==> config.mk <==
export PLATFORM = sky130hd
export DESIGN_NAME = mem_access_stage_flat
export DESIGN_NICKNAME = d
export VERILOG_FILES = /design/src/rtl/mem_pkg.sv /design/src/rtl/mem_access_stage_if.sv /design/src/rtl/mem_lane_unit.sv /design/src/rtl/mem_access_stage.sv /design/src/flat_wrapper.sv
export SDC_FILE = /design/constraint.sdc
export NUM_CORES = 1
export LEC_CHECK = 0
export CORE_ASPECT_RATIO = 1.75
export CORE_MARGIN = 2
export CORE_UTILIZATION = 35
export DETAILED_ROUTE_END_ITERATION = 7
export PLACE_DENSITY_LB_ADDON = 0.05
export SYNTH_ARGS = -nofsm -noshare
export SYNTH_HDL_FRONTEND = slang
export SYNTH_SLANG_ARGS = --single-unit
==> constraint.sdc <==
create_clock -name clk -period 5.4 [get_ports clk]
set_clock_uncertainty 0.15 [all_clocks]
set_input_delay 1.08 -clock clk [delete_from_list [all_inputs] [get_ports clk]]
set_output_delay 1.08 -clock clk [all_outputs]
set_load 0.1 [all_outputs]
==> src/rtl/mem_pkg.sv <==
// rtl/mem_pkg.sv - op/state encodings and lane helpers for mem_access_stage
package mem_pkg;

  typedef enum logic [2:0] {
    OP_LB  = 3'd0,
    OP_LBU = 3'd1,
    OP_LH  = 3'd2,
    OP_LHU = 3'd3,
    OP_LW  = 3'd4,
    OP_SB  = 3'd5,
    OP_SH  = 3'd6,
    OP_SW  = 3'd7
  } op_e;

  typedef enum logic [2:0] {
    S_IDLE = 3'd0,
    S_RD   = 3'd1,
    S_WAIT = 3'd2,
    S_WR   = 3'd3,
    S_RESP = 3'd4
  } state_e;

  localparam bit BYTE_ORDER_BIG = 1'b1;

  function automatic logic is_load(op_e op);
    return (op == OP_LB) || (op == OP_LBU) || (op == OP_LH) ||
           (op == OP_LHU) || (op == OP_LW);
  endfunction

  function automatic logic is_store(op_e op);
    return (op == OP_SB) || (op == OP_SH) || (op == OP_SW);
  endfunction

  function automatic logic misaligned(op_e op, logic [1:0] off);
    case (op)
      OP_LH, OP_LHU, OP_SH: return off[0];
      OP_LW, OP_SW:         return |off;
      default:              return 1'b0;
    endcase
  endfunction

  // Right-shift that brings the addressed byte/halfword down to bit 0.
  function automatic logic [4:0] lane_shift(op_e op, logic [1:0] off);
    logic [1:0] lane;
    lane = 2'd0;
    case (op)
      OP_LB, OP_LBU, OP_SB: lane = BYTE_ORDER_BIG ? (2'd3 - off) : off;
      OP_LH, OP_LHU, OP_SH: lane = BYTE_ORDER_BIG ? (2'd2 - {off[1], 1'b0}) : {off[1], 1'b0};
      default:              lane = 2'd0;
    endcase
    return {lane, 3'b000};
  endfunction

endpackage

==> src/rtl/mem_access_stage_if.sv <==
// rtl/mem_access_stage_if.sv - EX request, WB response and data_mem word bus
interface mem_access_stage_if #(
  parameter int ADDR_W = 32
);
  logic              in_valid;
  logic              in_ready;
  logic [2:0]        in_op;
  logic [ADDR_W-1:0] in_addr;
  logic [31:0]       in_wdata;
  logic [4:0]        in_rd;

  logic [ADDR_W-1:0] Address;
  logic [31:0]       WriteData;
  logic [1:0]        MemWrite;
  logic [1:0]        MemRead;
  logic [31:0]       ReadData;

  logic              out_valid;
  logic              out_ready;
  logic [31:0]       out_data;
  logic [4:0]        out_rd;
  logic              out_is_load;
  logic              out_fault;

  modport master (
    output in_valid, in_op, in_addr, in_wdata, in_rd, ReadData, out_ready,
    input  in_ready, Address, WriteData, MemWrite, MemRead,
           out_valid, out_data, out_rd, out_is_load, out_fault
  );

  modport slave (
    input  in_valid, in_op, in_addr, in_wdata, in_rd, ReadData, out_ready,
    output in_ready, Address, WriteData, MemWrite, MemRead,
           out_valid, out_data, out_rd, out_is_load, out_fault
  );
endinterface

==> src/rtl/mem_lane_unit.sv <==
// rtl/mem_lane_unit.sv - big-endian lane extract/extend for loads, lane merge for sub-word stores
module mem_lane_unit
  import mem_pkg::*;
(
  input  op_e         op_i,
  input  logic [1:0]  off_i,
  input  logic [31:0] rdata_i,
  input  logic [31:0] wdata_i,
  output logic [31:0] load_o,
  output logic [31:0] merged_o
);
  logic [4:0]  sh;
  logic [31:0] shifted;
  logic [31:0] mask;

  assign sh      = lane_shift(op_i, off_i);
  assign shifted = rdata_i >> sh;

  always_comb begin
    load_o = shifted;
    case (op_i)
      OP_LB:   load_o = {{24{shifted[7]}}, shifted[7:0]};
      OP_LBU:  load_o = {24'd0, shifted[7:0]};
      OP_LH:   load_o = {{16{shifted[15]}}, shifted[15:0]};
      OP_LHU:  load_o = {16'd0, shifted[15:0]};
      default: load_o = shifted;
    endcase
  end

  always_comb begin
    mask = 32'hFFFF_FFFF;
    case (op_i)
      OP_SB:   mask = 32'h0000_00FF << sh;
      OP_SH:   mask = 32'h0000_FFFF << sh;
      default: mask = 32'hFFFF_FFFF;
    endcase
  end

  assign merged_o = (rdata_i & ~mask) | ((wdata_i << sh) & mask);

endmodule

==> src/rtl/mem_access_stage.sv <==
// rtl/mem_access_stage.sv - non-pipelined MEM stage with RMW sub-word stores
// Optional bounds check enabled by defining MEM_ACCESS_BOUNDS_CHECK_EN.
module mem_access_stage
  import mem_pkg::*;
#(
  parameter int ADDR_W      = 32,
  parameter int DEPTH_BYTES = 256
) (
  input  logic                clk,
  input  logic                rst,
  mem_access_stage_if.slave   bus
);
`ifdef MEM_ACCESS_BOUNDS_CHECK_EN
  localparam bit BOUNDS_EN = 1'b1;
`else
  localparam bit BOUNDS_EN = 1'b0;
`endif

  state_e            state_q, state_d;
  op_e               op_q, op_d;
  logic [ADDR_W-1:0] addr_q, addr_d;
  logic [31:0]       wdata_q, wdata_d;
  logic [4:0]        rd_q, rd_d;
  logic [31:0]       wr_word_q, wr_word_d;
  logic [31:0]       out_data_q, out_data_d;
  logic              out_fault_q, out_fault_d;
  logic              out_is_load_q, out_is_load_d;

  op_e         in_op;
  logic        oob;
  logic [31:0] lane_load;
  logic [31:0] lane_merged;

  assign in_op = op_e'(bus.in_op);
  assign oob   = BOUNDS_EN && (bus.in_addr >= ADDR_W'(DEPTH_BYTES));

  // ReadData is only meaningful in WAIT, which is the only state consuming these.
  mem_lane_unit u_lane (
    .op_i     (op_q),
    .off_i    (addr_q[1:0]),
    .rdata_i  (bus.ReadData),
    .wdata_i  (wdata_q),
    .load_o   (lane_load),
    .merged_o (lane_merged)
  );

  always_comb begin
    state_d       = state_q;
    op_d          = op_q;
    addr_d        = addr_q;
    wdata_d       = wdata_q;
    rd_d          = rd_q;
    wr_word_d     = wr_word_q;
    out_data_d    = out_data_q;
    out_fault_d   = out_fault_q;
    out_is_load_d = out_is_load_q;
    case (state_q)
      S_IDLE: begin
        if (bus.in_valid) begin
          op_d          = in_op;
          addr_d        = bus.in_addr;
          wdata_d       = bus.in_wdata;
          rd_d          = bus.in_rd;
          out_data_d    = 32'd0;
          out_fault_d   = 1'b0;
          out_is_load_d = is_load(in_op);
          if (misaligned(in_op, bus.in_addr[1:0]) || oob) begin
            out_fault_d   = 1'b1;
            out_is_load_d = 1'b0;
            state_d       = S_RESP;
          end else if (in_op == OP_SW) begin
            wr_word_d = bus.in_wdata;
            state_d   = S_WR;
          end else begin
            state_d = S_RD;
          end
        end
      end
      S_RD:   state_d = S_WAIT;
      S_WAIT: begin
        if (is_store(op_q)) begin
          wr_word_d = lane_merged;
          state_d   = S_WR;
        end else begin
          out_data_d = lane_load;
          state_d    = S_RESP;
        end
      end
      S_WR:   state_d = S_RESP;
      S_RESP: if (bus.out_ready) state_d = S_IDLE;
      default: state_d = S_IDLE;
    endcase
  end

  always_ff @(posedge clk or posedge rst) begin
    if (rst) begin
      state_q <= S_IDLE;
    end else begin
      state_q <= state_d;
    end
  end

  always_ff @(posedge clk or posedge rst) begin
    if (rst) begin
      op_q          <= OP_LB;
      addr_q        <= '0;
      wdata_q       <= 32'd0;
      rd_q          <= 5'd0;
      wr_word_q     <= 32'd0;
      out_data_q    <= 32'd0;
      out_fault_q   <= 1'b0;
      out_is_load_q <= 1'b0;
    end else begin
      op_q          <= op_d;
      addr_q        <= addr_d;
      wdata_q       <= wdata_d;
      rd_q          <= rd_d;
      wr_word_q     <= wr_word_d;
      out_data_q    <= out_data_d;
      out_fault_q   <= out_fault_d;
      out_is_load_q <= out_is_load_d;
    end
  end

  // Strobes decode straight from state so the async reset drops them at once.
  assign bus.in_ready    = (state_q == S_IDLE);
  assign bus.MemRead     = {1'b0, state_q == S_RD};
  assign bus.MemWrite    = {1'b0, state_q == S_WR};
  assign bus.Address     = {addr_q[ADDR_W-1:2], 2'b00};
  assign bus.WriteData   = wr_word_q;
  assign bus.out_valid   = (state_q == S_RESP);
  assign bus.out_data    = out_data_q;
  assign bus.out_rd      = rd_q;
  assign bus.out_is_load = out_is_load_q;
  assign bus.out_fault   = out_fault_q;

endmodule

==> src/flat_wrapper.sv <==
// flat-port wrapper written by rule: the top's interface ports become plain ports
module mem_access_stage_flat import mem_pkg::*;
#(
  parameter int ADDR_W      = 32,
  parameter int DEPTH_BYTES = 256
)
  (clk, rst, bus_in_valid, bus_in_op, bus_in_addr, bus_in_wdata, bus_in_rd, bus_ReadData, bus_out_ready, bus_in_ready, bus_Address, bus_WriteData, bus_MemWrite, bus_MemRead, bus_out_valid, bus_out_data, bus_out_rd, bus_out_is_load, bus_out_fault);
  mem_access_stage_if #(.ADDR_W(ADDR_W)) bus_i ();
  input  logic clk;
  input  logic rst;
  input wire logic [$bits(bus_i.in_valid)-1:0] bus_in_valid;
  input wire logic [$bits(bus_i.in_op)-1:0] bus_in_op;
  input wire logic [$bits(bus_i.in_addr)-1:0] bus_in_addr;
  input wire logic [$bits(bus_i.in_wdata)-1:0] bus_in_wdata;
  input wire logic [$bits(bus_i.in_rd)-1:0] bus_in_rd;
  input wire logic [$bits(bus_i.ReadData)-1:0] bus_ReadData;
  input wire logic [$bits(bus_i.out_ready)-1:0] bus_out_ready;
  output wire logic [$bits(bus_i.in_ready)-1:0] bus_in_ready;
  output wire logic [$bits(bus_i.Address)-1:0] bus_Address;
  output wire logic [$bits(bus_i.WriteData)-1:0] bus_WriteData;
  output wire logic [$bits(bus_i.MemWrite)-1:0] bus_MemWrite;
  output wire logic [$bits(bus_i.MemRead)-1:0] bus_MemRead;
  output wire logic [$bits(bus_i.out_valid)-1:0] bus_out_valid;
  output wire logic [$bits(bus_i.out_data)-1:0] bus_out_data;
  output wire logic [$bits(bus_i.out_rd)-1:0] bus_out_rd;
  output wire logic [$bits(bus_i.out_is_load)-1:0] bus_out_is_load;
  output wire logic [$bits(bus_i.out_fault)-1:0] bus_out_fault;
  assign bus_i.in_valid = bus_in_valid;
  assign bus_i.in_op = bus_in_op;
  assign bus_i.in_addr = bus_in_addr;
  assign bus_i.in_wdata = bus_in_wdata;
  assign bus_i.in_rd = bus_in_rd;
  assign bus_i.ReadData = bus_ReadData;
  assign bus_i.out_ready = bus_out_ready;
  assign bus_in_ready = bus_i.in_ready;
  assign bus_Address = bus_i.Address;
  assign bus_WriteData = bus_i.WriteData;
  assign bus_MemWrite = bus_i.MemWrite;
  assign bus_MemRead = bus_i.MemRead;
  assign bus_out_valid = bus_i.out_valid;
  assign bus_out_data = bus_i.out_data;
  assign bus_out_rd = bus_i.out_rd;
  assign bus_out_is_load = bus_i.out_is_load;
  assign bus_out_fault = bus_i.out_fault;
  mem_access_stage #(.ADDR_W(ADDR_W), .DEPTH_BYTES(DEPTH_BYTES)) u_core (.clk(clk), .rst(rst), .bus(bus_i));
endmodule
* After elaboration in Yosys (flattened, before gate mapping) *
Index checks and enable logic that the tools add are counted.

storage, ports and cells
  bits in registers = 141
  input port bits = 108
  output and inout port bits = 109
  word-level logic and storage cells = 82

operators by class
  shift-type cells = 4
  bitwise gates (word level) = 4
  equal/unequal tests = 22
  reductions and logical operators = 19
  add/sub/neg operators = 2
  muxes and demuxes = 22

operators with widths
  kind                     count
  $mux W32                 6
  $pmux W32 S2             3
  $pmux W32 S4             1
  $and A32 B32 Y32         2
  $not A32 Y32             1
  $or A32 B32 Y32          1
  $shl A16 B5 Y32 const A  1
  $shl A32 B5 Y32          1
  $shl A8 B5 Y32 const A   1
  $shr A32 B5 Y32          1
  $eq A3 B3 Y1 const B     7
  $eq A3 B2 Y1 const B     6
  $pmux W3 S5              1
  $mux W3                  4
  $eq A3 B1 Y1 const B     3
  $logic_not A3 Y1         3
  $reduce_or A3 Y1         3
  $ne A2 B2 Y1 const B     4
  $logic_or A1 B1 Y1       6
  $reduce_and A5 Y1        1
  $mux W1                  4
  $ne A2 B1 Y1 const B     2
  $pmux W2 S2              1
  $reduce_and A2 Y1        2
  6 further kinds          8

* Depth between registers and ports, before layout *
  depth after elaboration = 10
  gate-level depth with buffers = 9
  mapped depth without buffers = 5

* Modules after synthesis *
From an unflattened synthesis, not the netlist that was laid out.

unflattened totals
  cells, all modules = 798
  area, all modules = 7,538.5 µm²

modules (own cells, without submodules)
  module            sequential area each (µm²)  area each (µm²)  cells each  instances
  mem_access_stage  3,528.4                     5,962.0          555         1
  mem_lane_unit     0.0                         1,576.5          243         1

* Least setup slack after synthesis *
Ideal clock, no wire load.

  path kind = register to register
  start = register u_core.state_q[1]
  end = register u_core.addr_q[10]
  setup slack = 1.745 ns
  stages on the path, launching flop included = 9
  buffers on the path = 4
  arrival time = 3.381 ns
  path through = dfrtp_1 > clkbuf_1 > or2_2 > nor2_1 > and2_1 > clkbuf_1 > clkbuf_1 > buf_2 > mux2_2

on the way
  longest elaborated chain between the ends = 2

RTL lines
  item                                RTL line                 source
  from (decl)                         mem_access_stage.sv:19   state_e state_q, state_d;
  from (signal assigned)              mem_access_stage.sv:99   state_q <= state_d;
  $logic_not A3 Y1                    --
  named net bus_in_ready              flat_wrapper.sv:18       output wire logic [$bits(bus_i.in_ready)-1:0] bus_in_ready;
  $reduce_and A2 Y1 (no source line)  --
  to (signal assigned)                mem_access_stage.sv:115  addr_q <= addr_d;
  to (decl)                           mem_access_stage.sv:21   logic [ADDR_W-1:0] addr_q, addr_d;

The timed path passes the listed nets, and every way through them passes these cells.
A chain may end at the register's enable or synchronous reset.

* Final worst setup path *
  start = register u_core.state_q[1]
  end = output port bus_in_ready

on the way
  longest elaborated chain between the ends = 1

RTL lines
  item              RTL line                 source
  $logic_not A3 Y1  mem_access_stage.sv:126  assign bus.in_ready = (state_q == S_IDLE);
  to (decl)         flat_wrapper.sv:18

No other way between the ends.

==> flow_summary.json <==
{
  "status": "finished with violations",
  "violations": "design-rule violations",
  "yosysSeqAreaShare_pct": 48.25,
  "synthMuxAreaShare_pct": 19.18,
  "final_nets": 948,
  "required_ps": 4170,
  "fp-row-count": 70,
  "holdCritStartpoint": "u_core.bus.out_data[28]",
  "utilization_pct": 48.29,
  "synthXorXnorAreaFrac_pct": 0,
  "rrSetupSlack_ps": 2040,
  "reg2regPathDepth": 5,
  "hold_violations": 0,
  "grt_max_degree": 91,
  "synthCells": 678,
  "wl_per_cell_um": 22.16,
  "grt_pass1_vias": 6263,
  "track_usage_pct": 22.45,
  "drv_cap": 0,
  "area_growth_pct": 36.48,
  "clkLatencyLatePin_ps": 420,
  "path_max_fanout": 9,
  "ys_warn_count": 0,
  "n_antenna_cell": 0,
  "core_mm2": 0.02067,
  "whs_ps": 329.7,
  "rsz0062_at_grt": "false",
  "root_buffer": "clkbuf_16",
  "r2r_start": "u_core.op_q[1]",
  "avgSynthCellArea_um2": 10.79,
  "drive_above_1_share_pct": 15.85,
  "cts_hold_buf": 0,
  "drt_iter0_drc": 361,
  "dp_hpwl_um": 17860,
  "synth-seq-cells": 141,
  "cts_tree": "built",
  "finalMaxSlewViolations": 0,
  "ctsResizeCount": 0,
  "synth_top_area_share_pct": 48.25,
  "via_per_inst": 5.466,
  "synth_top_family_by_area": "multiplexers",
  "holdPathStages": 2,
  "clock_path_buffers": 2,
  "port-buffer-count": 212,
  "dr.pass1.iters": 8,
  "finalCritPeriodShare_pct": 69.07,
  "grt_pass1_wl_um": 37780,
  "preCtsSetupSlack_ps": 1662,
  "worst_path_max_delay_cell": "clkdlybuf4s50_1",
  "synth_adder_area_share_pct": 0,
  "tns_ps": 0,
  "r2r_end": "u_core.bus.out_data[18]",
  "fp.dieW_um": 113.3,
  "synth-compound-area-share_pct": 17.81,
  "synth_area_leaders": "dfrtp_1 48%, mux2_2 12%, o21ai_0 4.9%",
  "worstSetupEndpointType": "output pin",
  "grt_antenna_before_repair": 0,
  "ant_nets": 0,
  "io-pin-count": 217,
  "worst_pin_slew_ps": 1101,
  "cts_buffers": 17,
  "die_y_um": 195.2,
  "initial_utilization_pct": 35.38,
  "htree_levels": 4,
  "start_kind": "register",
  "cp.arrival_ps": 2500,
  "overflow": 0,
  "cts.sinks": 141,
  "path_class": "reg2out",
  "synthSimpleGateAreaFrac_pct": 8.092,
  "drt_wl_total_um": 24460,
  "clock.fmax_mhz": 268.1,
  "gp_congestion": 0.8310,
  "path_cells": "or2_2 > nor2_1 > clkdlybuf4s50_1",
  "finalCriticalPeriod_ps": 3730,
  "slew_headroom_pct": 26.60,
  "cts_setup_buffers": 0,
  "fin_ws_ps": 1670,
  "path_clk_slew_ps": 60,
  "finalSetupViolCount": 0,
  "die-area_mm2": 0.02211,
  "synthesis.area_mm2": 0.007313,
  "yosysUniqueCellTypes": 48,
  "vias": 6035,
  "min_to": "u_core.bus.out_data[28]",
  "remaining_drc_errors": 15,
  "hp-class": "reg2reg",
  "yosysTopAreaCell": "dfrtp_1",
  "max_stage_delay_ps": 1150
}
==> cell type report <==
cell class / count / area (um2)
clock buffer: 26 / 519.2
fill: 1976 / 10690
tap: 252 / 315.3
sequential: 141 / 3528
clock inverter: 5 / 55.05
multi-input combinational: 452 / 3334
inverter: 5 / 23.77
timing repair buffer: 223 / 2205
==> Yosys cell counts, drive strengths merged <==
cell and number:
and3 1, o21ai 73, nand3 5, buf 53
and2 4, a221o 1, or3 1, a211o 1
nor4b 1, nand2 80, a21oi 16, a21o 1
a22o 1, o21a 11, nor3b 2, and4b 1
a21boi 16, o211ai 9, nor4bb 1, dfrtp 141
o21bai 1, inv 5, a221oi 16, or2 3
o31ai 16, nand3b 2, o22ai 1, mux2i 31
nand2b 6, mux2 79, a31oi 18, o221ai 15
clkbuf 30, nor2b 4, mux4 9, nand4 1
o311a 1, conb 1, nor2 20
==> layer usage <==
| metal | GRT usage [%] | up-vias | part of all wire (%) |
|---|---|---|---|
| met4 | 8.853 | 0 | 3.0 |
| met5 | 0 | - | 0 |
| met2 | 39.43 | 218 | 53 |
| li1 | - | 2767 | - |
| met3 | 4.438 | 36 | 5.1 |
| met1 | 26.69 | 3014 | 39 |
==> critical path: cells and delay by family (launching register included) <==
family                 cells  cell delay [ps]
flip-flops                 1              450
AND/OR/NAND/NOR            2              470
buffers and inverters      1             1150
==> sequential cells by signal, summed over array words and instances, names as in the netlist <==
register                cells
u_core.bus.out_is_load      1
u_core.op_q                 3
u_core.bus.out_fault        1
u_core.bus.WriteData       32
u_core.state_q              3
u_core.bus.out_rd           5
u_core.addr_q              32
u_core.bus.out_data        32
u_core.wdata_q             32
==> worst max-delay path by stage <==
stage,startpoint,end
2_1_floorplan,rst,u_core.addr_q[0]
3_3_place_gp,bus_in_op[0],u_core.bus.WriteData[24]
3_5_place_dp,bus_in_op[0],u_core.bus.WriteData[27]
4_1_cts,u_core.state_q[1],bus_in_ready
5_1_grt,u_core.state_q[1],bus_in_ready
6_report,u_core.state_q[1],bus_in_ready
==> placed cells by master (no fill, tap or decap), drive strengths merged, types with 2 or more instances in the layout <==
cell,n
clkdlybuf4s50,212
dfrtp,141
nand2,80
mux2,79
o21ai,73
mux2i,31
clkbuf,26
nor2,20
a31oi,18
o31ai,16
a21boi,16
a21oi,16
a221oi,16
o221ai,15
o21a,11
buf,11
o211ai,9
mux4,9
nand2b,6
nand3,5
inv,5
nor2b,4
conb,4
and2,4
or2,3
nand3b,2
clkinv,2
clkinvlp,2
nor3b,2
==> cell families after synthesis <==
group | after synthesis
AOI/OAI and AO/OA | 197
DFF | 141
and+or+nand+nor | 132
muxes | 119
buffers and inverters | 88
other | 1
==> stage by stage <==
stage	cells	instance area (um2)
after floorplan	681	7325
after global placement	1073	9407
after detailed placement	1073	9407
after CTS	1104	9981
after global routing	1104	9981
final	1104	9981
Power is not shown: default switching activity piles up to over one toggle a cycle in this logic, so the estimate is an artifact.
